$ cat src/rtl/rng_pkg.sv
// Shared types and constants for the random-number arbitration controller.
// The polynomial constant documents which LFSR the controller is paired with.
package rng_pkg;

   typedef enum logic [1:0] {
      WARM  = 2'd0,
      READY = 2'd1,
      GAP   = 2'd2
   } rngState_e;

   localparam int          WARMUP_DEFAULT = 8;
   localparam logic [31:0] LFSR_POLY      = 32'h04C1_1DB7;

endpackage

$ cat src/rtl/rng_rr_arb.sv
// Combinational round-robin picker.
// The search starts at ptr_i and wraps, so the lowest offset from the pointer wins.
module rng_rr_arb
   import rng_pkg::*;
#(
   parameter int NUM_REQ = 4,
   parameter int PW      = $clog2(NUM_REQ)
) (
   input  logic [NUM_REQ-1:0] req_i,
   input  logic [PW-1:0]      ptr_i,
   input  logic               en_i,
   output logic [NUM_REQ-1:0] gnt_o,
   output logic [PW-1:0]      idx_o,
   output logic               valid_o
);

   // Walk offsets from farthest to nearest so the nearest requester overwrites the rest.
   always_comb begin
      int            cand;
      logic [PW-1:0] candIdx;
      gnt_o   = '0;
      idx_o   = '0;
      valid_o = 1'b0;
      cand    = 0;
      candIdx = '0;
      for (int i = NUM_REQ - 1; i >= 0; i--) begin
         cand = int'(ptr_i) + i;
         if (cand >= NUM_REQ) begin
            cand = cand - NUM_REQ;
         end
         candIdx = cand[PW-1:0];
         if (en_i && req_i[candIdx]) begin
            gnt_o          = '0;
            gnt_o[candIdx] = 1'b1;
            idx_o          = candIdx;
            valid_o        = 1'b1;
         end
      end
   end

endmodule

$ cat src/rtl/rng_arb_ctrl.sv
// Shares one LFSR between NUM_REQ requesters: seeds it, discards warm-up words,
// then hands out one-cycle round-robin grants, each carrying a random word.
module rng_arb_ctrl
   import rng_pkg::*;
#(
   parameter int NUM_REQ    = 4,
   parameter int DATA_WIDTH = 32,
   parameter int WARMUP     = WARMUP_DEFAULT
) (
   input  logic                  clk_i,
   input  logic                  rst_n_i,
   input  logic                  en_i,
   input  logic                  seed_wr_i,
   input  logic [DATA_WIDTH-1:0] seed_i,
   output logic                  lfsr_wr_o,
   output logic [DATA_WIDTH-1:0] lfsr_seed_o,
   input  logic [DATA_WIDTH-1:0] lfsr_dat_i,
   input  logic [NUM_REQ-1:0]    req_i,
   output logic [NUM_REQ-1:0]    gnt_o,
   output logic [DATA_WIDTH-1:0] dat_o,
   output logic                  ready_o
);

   localparam int PW = $clog2(NUM_REQ);
   localparam int CW = $clog2(WARMUP + 1);

   rngState_e             state_q;
   logic [CW-1:0]         warmCnt_q;
   logic [PW-1:0]         ptr_q;
   logic [PW-1:0]         ptr_d;
   logic [NUM_REQ-1:0]    gnt_q;
   logic [DATA_WIDTH-1:0] dat_q;
   logic                  ready_q;
   logic                  lfsrWr_q;
   logic [DATA_WIDTH-1:0] lfsrSeed_q;

   logic [NUM_REQ-1:0]    arbGnt;
   logic [PW-1:0]         arbIdx;
   logic                  arbValid;

   rng_rr_arb #(
      .NUM_REQ (NUM_REQ),
      .PW      (PW)
   ) uArb (
      .req_i   (req_i),
      .ptr_i   (ptr_q),
      .en_i    (en_i),
      .gnt_o   (arbGnt),
      .idx_o   (arbIdx),
      .valid_o (arbValid)
   );

   assign ptr_d = (arbIdx == PW'(NUM_REQ - 1)) ? '0 : arbIdx + PW'(1);

   // Reseed overrides everything; the load cycle itself is not counted as warm-up.
   always_ff @(posedge clk_i or negedge rst_n_i) begin
      if (!rst_n_i) begin
         state_q    <= WARM;
         warmCnt_q  <= '0;
         ptr_q      <= '0;
         gnt_q      <= '0;
         dat_q      <= '0;
         ready_q    <= 1'b0;
         lfsrWr_q   <= 1'b0;
         lfsrSeed_q <= '0;
      end else begin
         lfsrWr_q   <= seed_wr_i;
         lfsrSeed_q <= seed_wr_i ? seed_i : '0;
         gnt_q      <= '0;
         dat_q      <= '0;
         if (seed_wr_i) begin
            state_q   <= WARM;
            warmCnt_q <= '0;
            ready_q   <= 1'b0;
         end else begin
            case (state_q)
               WARM: begin
                  if (!lfsrWr_q) begin
                     if (warmCnt_q == CW'(WARMUP - 1)) begin
                        state_q <= READY;
                        ready_q <= 1'b1;
                     end else begin
                        warmCnt_q <= warmCnt_q + CW'(1);
                     end
                  end
               end
               READY: begin
                  if (arbValid) begin
                     gnt_q   <= arbGnt;
                     dat_q   <= lfsr_dat_i;
                     ptr_q   <= ptr_d;
                     state_q <= GAP;
                  end
               end
               GAP: begin
                  state_q <= READY;
               end
               default: begin
                  state_q <= WARM;
                  ready_q <= 1'b0;
               end
            endcase
         end
      end
   end

   assign lfsr_wr_o   = lfsrWr_q;
   assign lfsr_seed_o = lfsrSeed_q;
   assign gnt_o       = gnt_q;
   assign dat_o       = dat_q;
   assign ready_o     = ready_q;

endmodule
$ cat config.mk
export PLATFORM = sky130hd
export DESIGN_NAME = rng_arb_ctrl
export DESIGN_NICKNAME = d
export VERILOG_FILES = /design/src/rtl/rng_pkg.sv /design/src/rtl/rng_rr_arb.sv /design/src/rtl/rng_arb_ctrl.sv
export SDC_FILE = /design/constraint.sdc
export NUM_CORES = 1
export LEC_CHECK = 0
export ABC_CLOCK_PERIOD_IN_PS = 2300
export CAP_MARGIN = 30
export CORE_MARGIN = 8
export CORE_UTILIZATION = 42
export CTS_CLUSTER_SIZE = 10
export DETAILED_ROUTE_END_ITERATION = 10
export PLACE_DENSITY = 0.85
export SLEW_MARGIN = 20
export SYNTH_ARGS = -nofsm -noshare
export SYNTH_HDL_FRONTEND = slang
export SYNTH_SLANG_ARGS = --single-unit
$ cat constraint.sdc
create_clock -name clk_i -period 2.3 [get_ports clk_i]
set_input_delay 0.46 -clock clk_i [delete_from_list [all_inputs] [get_ports clk_i]]
set_output_delay 0.46 -clock clk_i [all_outputs]
set_load 0.01 [all_outputs]
Word level (Yosys, flattened, before mapping)

Index checks and enable logic that the tools add are counted.
Widths: inputs -> output; s select.

$add $sub $neg: 9
Multiply operators: 0
Div/mod/pow operators: 0
Magnitude comparators: 12
Equality and inequality tests: 10
Shift-type cells: 0
Mux-type cells: 53
Bitwise operators: 1
Reduce and logical (&&, ||, !) cells: 15

Operator list:

| kind                | count |
|---|---|
| $mux 32             | 4 |
| $mux 4              | 11 |
| $mux 2              | 13 |
| $mux 1              | 15 |
| $lt 2x3->1 const B  | 4 |
| $reduce_and 3->1    | 4 |
| $ge 3x3->1 const B  | 3 |
| $ne 3x3->1 const B  | 3 |
| $bmux 1 s2          | 4 |
| $demux 1 s2         | 4 |
| $ge 2x1->1 const B  | 4 |
| $logic_and 1x1->1   | 8 |
| $sub 2x1->2 const B | 4 |
| $add 2x2->3 const B | 2 |
| $pmux 2 s3          | 1 |
| $add 4x1->4 const B | 1 |
| $eq 2x2->1 const B  | 2 |
| $eq 4x3->1 const B  | 1 |
| $ne 2x2->1 const B  | 2 |
| $add 2x1->3 const B | 1 |
| $ge 2x3->1 const B  | 1 |
| $add 2x1->2 const B | 1 |
| $eq 2x1->1 const B  | 1 |
| $logic_not 2->1     | 1 |
| other kinds (5)     | 5 |

Bits in registers: 78
Bits in latches: 0
Memory bits (writable): 0
Memory bits (read-only): 0
Input port bits: 72
Logic and storage cells: 108
Memories kept: 0

Logic depth before layout (Yosys ltp)

Gate-level depths: netlist of run 1.

Depth after elaboration: 14
Depth in mapped cells: 9
Gate-level depth less buffers: 7

By module

Synthesis of run 1 repeated with hierarchy kept, for this count alone.

Cells, all modules: 264
Area total of the unflattened synthesis: 3279.4 sq um

Modules (own cells, without submodules):

| module       | instances | cells an instance | area each (sq um) | seq. area each (sq um) |
|---|---|---|---|---|
| rng_arb_ctrl | 1         | 197               | 2768.9            | 1951.9 |
| rng_rr_arb   | 1         | 67                | 510.5             | 0.0 |

Least setup slack after synthesis of run 1

OpenSTA, ideal clock, no wires.

Kind: register to register
Start point: register ptr_q[0]
End point: register ptr_q[0]
Arrival: 1.946 ns
Data required time: 2.175 ns
Slack: 0.229 ns
Cell stages (with the launch flop): 8
Buffers on the path: 2
Path through: dfrtp_1 -> buf_6 -> buf_12 -> inv_1 -> ha_1 -> mux4_2 -> a311o_1 -> mux2_2

Cells in the longest elaborated chain, start to end: 12
Elaborated cells between the ends (all ways): 39
Classes of those cells: add/sub: 8; order compare: 4; eq/ne: 1; mux: 21; reduce/logical: 5

RTL lines:

| element                                          | line                               | RTL |
|---|---|---|
| start: declaration                               | rng_arb_ctrl.sv:29                 | `logic [PW-1:0] ptr_q;` |
| start signal: assignment                         | rng_arb_ctrl.sv:91                 | `ptr_q <= ptr_d;` |
| $add 2x2->3                                      | rng_rr_arb.sv:27                   | `cand = int'(ptr_i) + i;` |
| $ge 3x3->1 / $sub 2x1->2 (equally long branches) | rng_rr_arb.sv:28, rng_rr_arb.sv:29 |  |
| $mux 2                                           | rng_rr_arb.sv:28                   | `if (cand >= NUM_REQ) begin` |
| $bmux 1 s2                                       | rng_rr_arb.sv:32                   | `if (en_i && req_i[candIdx]) begin` |
| $mux 1 (implied by the code)                     | rng_rr_arb.sv:32                   |  |
| $logic_and 1x1->1                                | rng_rr_arb.sv:32                   |  |
| $mux 2 (4 in series)                             | rng_rr_arb.sv:32                   |  |
| $add 2x1->2 / $eq 2x2->1 (equally long branches) | rng_arb_ctrl.sv:53                 | `assign ptr_d = (arbIdx == PW'(NUM_REQ - 1)) ? '0 : arbIdx + PW'(1);` |
| $mux 2                                           | rng_arb_ctrl.sv:53                 |  |

Parallel ways exist; a longest one is shown, timed or not. The select of a mux whose other input is x is not followed.
A chain may end at the register's enable or synchronous reset.

Worst setup path in the final report of run 1

Start point: input req_i[0]
End point: register ptr_q[1]

Cells in the longest elaborated chain, start to end: 9
Elaborated cells between the ends (all ways): 24
Classes of those cells: add/sub: 1; eq/ne: 1; mux: 17; reduce/logical: 5

RTL lines:

| element                                          | line               | RTL |
|---|---|---|
| start: declaration                               | rng_arb_ctrl.sv:18 | `input logic [NUM_REQ-1:0] req_i,` |
| $bmux 1 s2                                       | rng_rr_arb.sv:32   |  |
| $mux 1 (implied by the code)                     | rng_rr_arb.sv:32   |  |
| $logic_and 1x1->1                                | rng_rr_arb.sv:32   |  |
| $mux 2 (4 in series)                             | rng_rr_arb.sv:32   |  |
| $add 2x1->2 / $eq 2x2->1 (equally long branches) | rng_arb_ctrl.sv:53 |  |
| $mux 2                                           | rng_arb_ctrl.sv:53 |  |

Parallel ways exist; a longest one is shown, timed or not. The select of a mux whose other input is x is not followed.

==> results of run 1 <==
[power breakdown]
part	total (mW)	internal, mW	switching [mW]	leakage, nW
clock	1.01	0.509	0.498	0.0973
combinational	1.32	0.690	0.635	1.10
sequential	1.53	1.48	0.0499	1.04
[per-layer routing]
layer / GRT usage [%] / routed length (µm) / part of all wire, % / vias up
met5: 0 / 0 / 0 / -
met4: 7.35 / 208 / 2.5 / 0
met3: 6.63 / 733 / 8.9 / 18
met2: 26.4 / 4040 / 49 / 98
met1: 17.2 / 3290 / 40 / 1169
li1: - / - / - / 1157
[synth_stat cells, types with 4 or more instances]
master,count,area share [%]
inv_1,5,0.58
buf_2,4,0.62
nor3_1,6,0.93
a32o_1,4,1.2
dfrtp_1,78,61
nand2b_1,5,0.97
ha_1,9,3.5
nor2b_1,4,0.78
and2_1,67,13
nand2_1,5,0.58
clkbuf_1,8,0.93
a221o_1,4,1.2
nor2_1,11,1.3
mux2i_1,10,3.1
[critical path, cell delays in order]
cell and delay (ns):
clkdlybuf4s50_1 0.62, o41ai_2 0.15, nor3b_2 0.45, o21ai_0 0.22, a211oi_2 0.26, a211oi_2 0.06
[flip-flops by register name, summed over array words and instances (netlist names)]
signal	count
gnt_o	4
ready_o	1
lfsr_wr_o	1
dat_o	32
state_q	2
ptr_q	2
lfsr_seed_o	32
warmCnt_q	4
[layout by cell type (no fill, tap or decap), types with 5 or more instances in the layout]
cell,count
dfrtp_1,78
mux2i_1,10
nand2_1,5
inv_1,5
clkbuf_8,9
and2_1,67
nand2b_1,5
ha_1,9
nor3_1,6
nor2_1,11
clkdlybuf4s50_1,140
buf_4,14
[final cells by class]
| type | count | area, µm² |
|---|---|---|
| Multi-Input combinational cell | 159 | 1180 |
| Sequential cell | 78 | 1950 |
| Timing Repair Buffer | 155 | 1530 |
| Fill cell | 564 | 2570 |
| Clock inverter | 6 | 68.8 |
| Tap cell | 102 | 128 |
| Clock buffer | 10 | 128 |
| Inverter | 5 | 18.8 |
[worst min path at each step]
stage                     startpoint              end  slack, ns
final                        rst_n_i         dat_o[9]       0.03
after global routing         rst_n_i  lfsr_seed_o[17]       0.05
after CTS                    rst_n_i  lfsr_seed_o[17]       0.03
after detailed placement     rst_n_i         dat_o[1]       0.41
after global placement       rst_n_i         dat_o[1]       0.41
after floorplan              rst_n_i         dat_o[0]       0.16
[kinds of logic (layout without fill, tap and decap cells)]
logic type                 count (synthesis)  after routing
AOI/OAI and AO/OA                         27             27
and+or+nand+nor                          106            106
buffers and inverters                     19            176
adders and majority gates                  9              9
DFF                                       78             78
xor gates and xnor gates                   3              3
muxes                                     14             14
[metrics by stage]
step	cell area (µm²)	instances	setup slack (ns)
finish	5000	515	0.293
global route	5000	515	0.206
CTS	5000	515	0.322
detailed placement	4800	499	-0.0430
global placement	4800	499	-0.000618
floorplan	3220	256	0.229
==> summary.md, run 1 <==
| Metric | Value |
|---|---|
| Crit path kind | in -> reg |
| Max-cap violations | 0 |
| Reg2reg start | ptr_q[1] |
| Worst setup endpoint | ptr_q[1] |
| Clk pin slew, worst setup/hold paths | about 0.08 ns |
| Ys async rst share | 100% |
| Skew final | ~0.007 ns |
| Ant. Diodes | 0 |
| Post-synthesis compound-gate area fraction | 7.65% |
| Sink Count | 78 |
| Largest net degree at the start of global routing | 50 |
| Setup TNS | 0 ns |
| Final hold viol count | 0 |
| CTS Buf Count | 9 |
| Synth Instances | around 260 |
| Unrepaired setup endpoints after global routing | no |
| Post-route DRC | 0 |
| Core area | about 7600 µm² |
| CTS H-tree lvls | 3 |
| Final Cycle Share | 87.3% |
| Crit Path Max Fanout | 9 |
| Routed len/inst | 16.1 µm |
| Starting Density | roughly 43% |
| Final setup viols | 0 |
| Die height | around 100 µm |
| Worst Reg-to-Reg Cells | 5 |
| Post-CTS setup buffer count | 0 |
| First-pass GRT wire length | 13600 µm |
| TritonRoute pass-1 iters | 4 |
| Hold_ws | ~0.034 ns |
| Fin crit period | between 2 and 2.5 ns |
| CTS tree | yes |
| CTS root buffer | clkbuf_8 |
| Global Route Usage Sum | roughly 16% |
| Yosys warning total | 0 |
| Crit path from | req_i[0] |
| Worst R2R Setup Slack | 0.37 ns |
| Post-Synth Simple-Gate Area | around a fifth |
| Syn Nets | between 300 and 400 |
| Pleak | 2.24 nW |
| Row Count | 32 |
| Area grow syn2layout | 55.0% |
| Final slew viol count | 0 |
| Yosys cell types | 41 |
| Port Buffers | 141 |
| PD cells | slightly below 800 nW/µm² |
| Clock buffer depth | 2 |
| Vias | around 2400 |
| Final Wtd Congestion | just over 0.8 |
| Vias in the first global route | approximately 2600 |
| Worst hold path type | in -> async |
| Avg Cell Area, Syn | 12.6 µm² |
| R2r endpoint | ptr_q[0] |
| Worst slew pin tran | ~0.50 ns |
| GRT overflow | 0 |
| Startpoint types | primary input |
| Hold Buf Count CTS | 0 |
| Vias per Instance | 4.74 |
| CP Data Arrival Time | about 2.2 ns |
| Number of I/O pins | around 140 |
| Antenna violations before repair | 0 |
| Achievable Freq | between 400 and 500 MHz |
| DPL Wire Length | 6410 µm |
| Initial DRC count | between 60 and 70 |
| Synth Flop Type | dfrtp_1 |
| FF+latch count, synth | 78 |
| Main combinational cell family by area after synthesis | simple AND/OR/NAND/NOR gates |
| Detail Route Antenna Nets | 0 |
| Layout cells sized above 1 | under 10% |
| Worst skew pair latency | 0.34 ns |
| Fraction of synthesized area in multiplexers | 5.09% |
| Status | complete, no violations |
| Final wirelength | slightly above 8000 µm |
| Final Core Density | about two thirds |
| Post-synthesis sequential area ratio | roughly 61% |
| Worst IR Drop VDD | ~340 µV |
| Post-Synth XOR/XNOR Area | 0.815% |
| Slew margin rel. | 66.6% |
| Die Area | roughly 11000 µm² |
| Final nets | just under 500 |
| Total power | slightly below 4 mW |
| Synth Cell Area | between 3000 and 4000 µm² |
| Post-CTS resize count | 0 |
| Adder-Cell Fraction of Synth Area | under 10% |
| Number of flops mapped to enable cells by yosys | 0 |
| Die Wd | slightly above 100 µm |
| CP required | 2.51 ns |
| Crit end category | flop |
Power figures use the tool's default switching activity.
==> run 2, diff against run 1 <==
--- a/config.mk
+++ b/config.mk
@@ -7,3 +7,2 @@
 export LEC_CHECK = 0
-export ABC_CLOCK_PERIOD_IN_PS = 2300
 export CAP_MARGIN = 30
==> constraint.sdc (replaced) <==
create_clock -name clk_i -period 2.3 [get_ports clk_i]
set_input_delay 0.23 -clock clk_i [delete_from_list [all_inputs] [get_ports clk_i]]
set_output_delay 0.23 -clock clk_i [all_outputs]
set_load 0.01 [all_outputs]
==> run 2 against run 1 <==
Net effect: core utilization grew 0.25 points; final cell count fell by 0.39%; clock power is 9.9% higher; final area grew 0.38%; non-clock buffer count shrank 2; sequential cell count unchanged; first-iteration DRC count down 16%; clock-buffer cell count unchanged; register-to-register slack worse by 0.12 ns; critical path depth stayed put; global-route usage decreased by 0.39 points; setup slack lost 0.039 ns; critical path type is now reg -> reg; largest power group unchanged; highest routed layer unchanged.
==> summary.md, run 2 (same netlist as run 1, synthesis figures left out) <==
| Metric | Value |
|---|---|
| Most frequent cells in the layout | 140 x clkdlybuf4s50_1, 78 x dfrtp_1, 67 x and2_1 |
| Crit path from | ptr_q[0] |
| Worst skew pair latency | around 0.34 ns |
| Skew final | between 0.007 and 0.008 ns |
| GRT overflow | 0 |
| Slowest cell on crit path | dfrtp_1 |
| Area grow syn2layout | 55.6% |
| Initial DRC count | 51 |
| CTS H-tree lvls | 3 |
| Most used cell, CP | mux2i_1 |
| Max-cap violations | 0 |
| Startpoint types | flop |
| Setup WS post-layout | approximately 0.25 ns |
| Ant. Diodes | 0 |
| Clk pwr share | between 20 and 30% |
| Crit Path Max Fanout | 13 |
| Die Area | roughly 11000 µm² |
| Number of I/O pins | between 100 and 150 |
| Worst hold path type | in -> async |
| Achievable Freq | 489 MHz |
| Most common cell after layout, fill and taps aside | clkdlybuf4s50_1 |
| Hold Buf Count CTS | 0 |
| DPL Wire Length | 6200 µm |
| Layout cells sized above 1 | under 10% |
| Setup TNS | 0 ns |
| Post-route DRC | 0 |
| Fin crit period | between 2 and 2.5 ns |
| Port Buffers | 141 |
| Crit path kind | reg -> reg |
| Reg2reg start | ptr_q[0] |
| Crit path cell chain | buf_4 -> mux2i_1 -> mux2i_1 -> and2_1 -> a221o_1 -> a32o_1 |
| Pleak | ~2.2 nW |
| CTS Buf Count | 9 |
| CTS root buffer | clkbuf_8 |
| Row Count | 32 |
| Worst R2R Setup Slack | between 0.2 and 0.3 ns |
| Post-Place Setup Slack | -0.149 ns |
| Routed len/inst | 16.1 µm |
| Final setup viols | 0 |
| Post-CTS setup buffer count | 0 |
| Vias per Instance | between 4 and 5 |
| Sequential power share | between 30 and 40% |
| Final-layout fill cell count | ~550 |
| Final Cycle Share | about 89% |
| Final wirelength | 8240 µm |
| Slew margin rel. | between 70 and 80% |
| CP required | 2.53 ns |
| Final Core Density | between 60% and 70% |
| Worst setup endpoint | gnt_o[0] |
| Final hold viol count | 0 |
| Final Wtd Congestion | just over 0.8 |
| Final slew viol count | 0 |
| Unrepaired setup endpoints after global routing | no |
| Vias in the first global route | about 2600 |
| Detail Route Antenna Nets | 0 |
| Die Wd | about 100 µm |
| Vias | about 2500 |
| Clk pin slew, worst setup/hold paths | approximately 0.08 ns |
| CP Data Arrival Time | roughly 2.3 ns |
| Switching power | ~1.2 mW |
| Internal power | about 2.8 mW |
| Worst slew pin tran | 0.389 ns |
| Worst Reg-to-Reg Cells | 6 |
| Status | complete, no violations |
| Sink Count | just under 80 |
| Die height | 104 µm |
| Worst IR Drop VDD | roughly 370 µV |
| Clock buffer depth | 2 |
| Max incr delay on CP | around 0.4 ns |
| Core area | about 7600 µm² |
| TritonRoute pass-1 iters | 4 |
| Largest net degree at the start of global routing | 79 |
| Final nets | around 500 |
| First-pass GRT wire length | between 10000 and 15000 µm |
| Post-CTS resize count | 0 |
| Antenna violations before repair | 0 |
| Logic pwr share | 32.6% |
| CTS tree | yes |
| Starting Density | 42.6% |
| R2r endpoint | gnt_o[0] |
| Sw Ratio | between 20 and 30% |
| Global Route Usage Sum | 15.5% |
| PD cells | approximately 780 nW/µm² |
| Crit end category | flop |
==> run 2: cell types whose count changed in the layout (fill, tap and decap cells not counted) <==
cell	delta
buf_4	-3
buf_12	-1
buf_16	+1
bufinv_16	+1
clkinv_2	-1
clkinv_4	-1
clkinvlp_4	+1
dlygate4sd3_1	+1
==> run 2: critical path, delay by kind of cell, from the launching register on <==
family                 cells  cell delay, ns
DFF                        1            0.40
buffers and inverters      1            0.23
muxes                      2            0.52
AOI/OAI and AO/OA          2            0.55
and+or+nand+nor            1            0.23
==> run 2: worst min path at each step <==
stage,start,end,slack (ns),cells past startpoint
2_1_floorplan,rst_n_i,dat_o[0],-0.07,0
3_3_place_gp,rst_n_i,dat_o[1],0.43,1
3_5_place_dp,rst_n_i,dat_o[13],0.43,1
4_1_cts,rst_n_i,dat_o[13],0.05,1
5_1_grt,rst_n_i,dat_o[24],0.32,2
6_report,rst_n_i,dat_o[24],0.33,2
==> run 2: per-stage QoR <==
stage          instances  power [mW]  area [µm²]  hold WS, ns
2_1_floorplan        256        2.42        3220      -0.0656
5_1_grt              513        4.17        5020        0.321
6_report             513        3.94        5020        0.332
3_3_place_gp         494        2.80        4750        0.433
4_1_cts              510        3.96        4970       0.0539
3_5_place_dp         494        2.84        4750        0.433
==> run 2: power by group through the flow <==
| stage | clock network (mW) | logic [mW] | registers, mW |
|---|---|---|---|
| floorplan | 0 | 0.817 | 1.60 |
| global placement | 0 | 1.24 | 1.56 |
| detailed placement | 0 | 1.27 | 1.57 |
| CTS | 1.14 | 1.27 | 1.54 |
| global route | 1.20 | 1.41 | 1.55 |
| finish | 1.11 | 1.28 | 1.54 |
==> run 2: layout make-up <==
| type | count | area, µm² | share of cell area (%) |
|---|---|---|---|
| multi-input combinational | 159 | 1180 | 23.4 |
| sequential | 78 | 1950 | 38.9 |
| inverter | 5 | 18.8 | 0.374 |
| clock inverter | 6 | 92.6 | 1.85 |
| clock buffer | 10 | 128 | 2.54 |
| timing repair buffer | 153 | 1520 | 30.3 |
| tap | 102 | 128 | 2.54 |
==> run 2: routing by layer <==
layer	vias up	GRT usage [%]	routed length (µm)	share of wire, %
met5	-	0	0	0
met4	0	6.61	227	2.8
met3	18	6.51	729	8.9
met2	107	26.4	4030	49
met1	1181	16.4	3250	39
li1	1152	-	-	-
==> run 3, diff against run 2 <==
Settings changed: CORE_UTILIZATION 42 to 50, CTS_CLUSTER_SIZE 10 to 20, DONT_BUFFER_PORTS set to 1, PLACE_DENSITY 0.85 to 0.7, TNS_END_PERCENT set to 20.
==> run 3 against run 2 <==
Net effect: critical path depth is the same; setup slack gained 0.045 ns; clock-buffer cell count shrank 1; global-route usage shrank 1.1 points; largest power group unchanged; clock power shrank 18%; critical endpoint unchanged; clock skew shrank 0.0032 ns; non-clock buffer count shrank 133; final area shrank 28%; sequential power grew 3%; power shrank 12%; final cell count shrank 31%.
==> summary.md, run 3 (same netlist as run 1, synthesis figures left out) <==
| Metric | Value |
|---|---|
| Final-layout fill cell count | approximately 520 |
| CTS Buf Count | 9 |
| Crit Path Max Fanout | 15 |
| Antenna violations before repair | 2 |
| Layout cells sized above 1 | between 10% and 20% |
| Crit path kind | reg -> reg |
| Final hold viol count | 0 |
| CTS tree | yes |
| Area grow syn2layout | 12.8% |
| Post-route DRC | 0 |
| CP Data Arrival Time | 2.22 ns |
| Routed len/inst | roughly 20 µm |
| Clock buffer depth | 2 |
| Die Wd | 96.3 µm |
| DPL Wire Length | around 5000 µm |
| Final slew viol count | 0 |
| Worst IR Drop VDD | about 480 µV |
| PD cells | 952 nW/µm² |
| Achievable Freq | 500 MHz |
| Core area | between 6000 and 7000 µm² |
| Final Wtd Congestion | ~0.84 |
| Die height | between 90 and 100 µm |
| Starting Density | between 50% and 60% |
| Sink Count | between 70 and 80 |
| Initial DRC count | 151 |
| CTS H-tree lvls | 3 |
| Pleak | 1.73 nW |
| Status | complete, no violations |
| Worst hold path type | in -> reg |
| CTS root buffer | clkbuf_8 |
| Vias per Instance | about 5.5 |
| Row Count | 29 |
| Vias in the first global route | 1965 |
| Port Buffers | 0 |
| Detail Route Antenna Nets | 0 |
| Worst slew pin tran | ~0.4 ns |
| Die Area | around 9000 µm² |
| Crit end category | flop |
| Ant. Diodes | 0 |
| Largest net degree at the start of global routing | 79 |
| Global Route Usage Sum | between 10% and 20% |
| Clk pin slew, worst setup/hold paths | around 0.080 ns |
| Skew final | 0.00443 ns |
| Final wirelength | roughly 7000 µm |
| Final nets | around 350 |
| Final Core Density | roughly 58% |
| Vias | 1958 |
| Most common cell after layout, fill and taps aside | dfrtp_1 |
| TritonRoute pass-1 iters | 4 |
| Number of I/O pins | between 100 and 150 |
| Fin crit period | 2.00 ns |
| CP required | approximately 2.5 ns |
| Unrepaired setup endpoints after global routing | no |
| Startpoint types | flop |
| Worst skew pair latency | between 0.3 and 0.4 ns |
| GRT overflow | 0 |
| Slew margin rel. | around 73% |
| Max-cap violations | 0 |
| Hold_ws | 0.0194 ns |
| Final Cycle Share | 87.0% |
| Setup TNS | 0 ns |
| First-pass GRT wire length | 10100 µm |
| Final setup viols | 0 |
| Most frequent cells in the layout | 78 x dfrtp_1, 67 x and2_1, 16 x dlygate4sd3_1 |
run 3: final cells by class:
type | count | area [µm²] | share of cell area, %
tap | 77 | 96.3 | 2.65
clock inverter | 7 | 57.6 | 1.58
inverter | 5 | 18.8 | 0.516
timing repair buffer | 20 | 210 | 5.78
sequential | 78 | 1950 | 53.7
clock buffer | 9 | 124 | 3.41
multi-input combinational | 159 | 1180 | 32.4
run 3: critical path: stages (launching register included):
cell	delay [ns]
dfrtp_1	0.35
buf_4	0.23
mux2i_1	0.34
mux2i_1	0.18
and2_1	0.24
a221o_1	0.30
a32o_1	0.24
run 3: report_power, final:
part,total (mW),internal [mW],switching (mW)
combinational,0.967,0.449,0.518
sequential,1.59,1.48,0.105
clock,0.905,0.404,0.500
total,3.46,2.34,1.12
run 3: per-stage QoR:
stage,setup WS [ns],power (mW),instance area [µm²],instances
floorplan,0.229,2.42,3220,256
global placement,0.397,2.51,3270,322
detailed placement,0.309,2.53,3270,322
CTS,0.302,3.49,3510,343
global route,0.207,3.69,3630,355
finish,0.299,3.46,3630,355
run 3: final timing paths:
path	startpoint	to	slack [ns]	depth (start not counted)
max in group asynchronous	rst_n_i	lfsr_seed_o[29]	1.54	2
hold reg to reg	warmCnt_q[3]	warmCnt_q[3]	0.55	2
hold / removal	lfsr_dat_i[10]	dat_o[10]	0.02	1
min in group asynchronous	rst_n_i	dat_o[25]	0.47	2
setup reg to reg	ptr_q[0]	gnt_o[0]	0.30	6
setup / recovery	ptr_q[0]	gnt_o[0]	0.30	6
run 3: timing repair:
| action | 4_1_cts | 5_1_grt |
|---|---|---|
| gates resized for setup | 0 | 0 |
| setup buffers | 0 | 0 |
| hold buffers | 5 | 12 |
| endpoints found under the hold margin | 86 | 11 |
run 3: metal layers:
layer / routed length [µm] / GRT usage [%] / up-vias / share of wire [%]
met1: 2450 / 15.9 / 935 / 35
met4: 92 / 5.67 / 4 / 1.3
met3: 1190 / 9.75 / 14 / 17
li1: - / - / 885 / -
met2: 3250 / 21.3 / 120 / 46
met5: 30 / 0 / - / 0.43
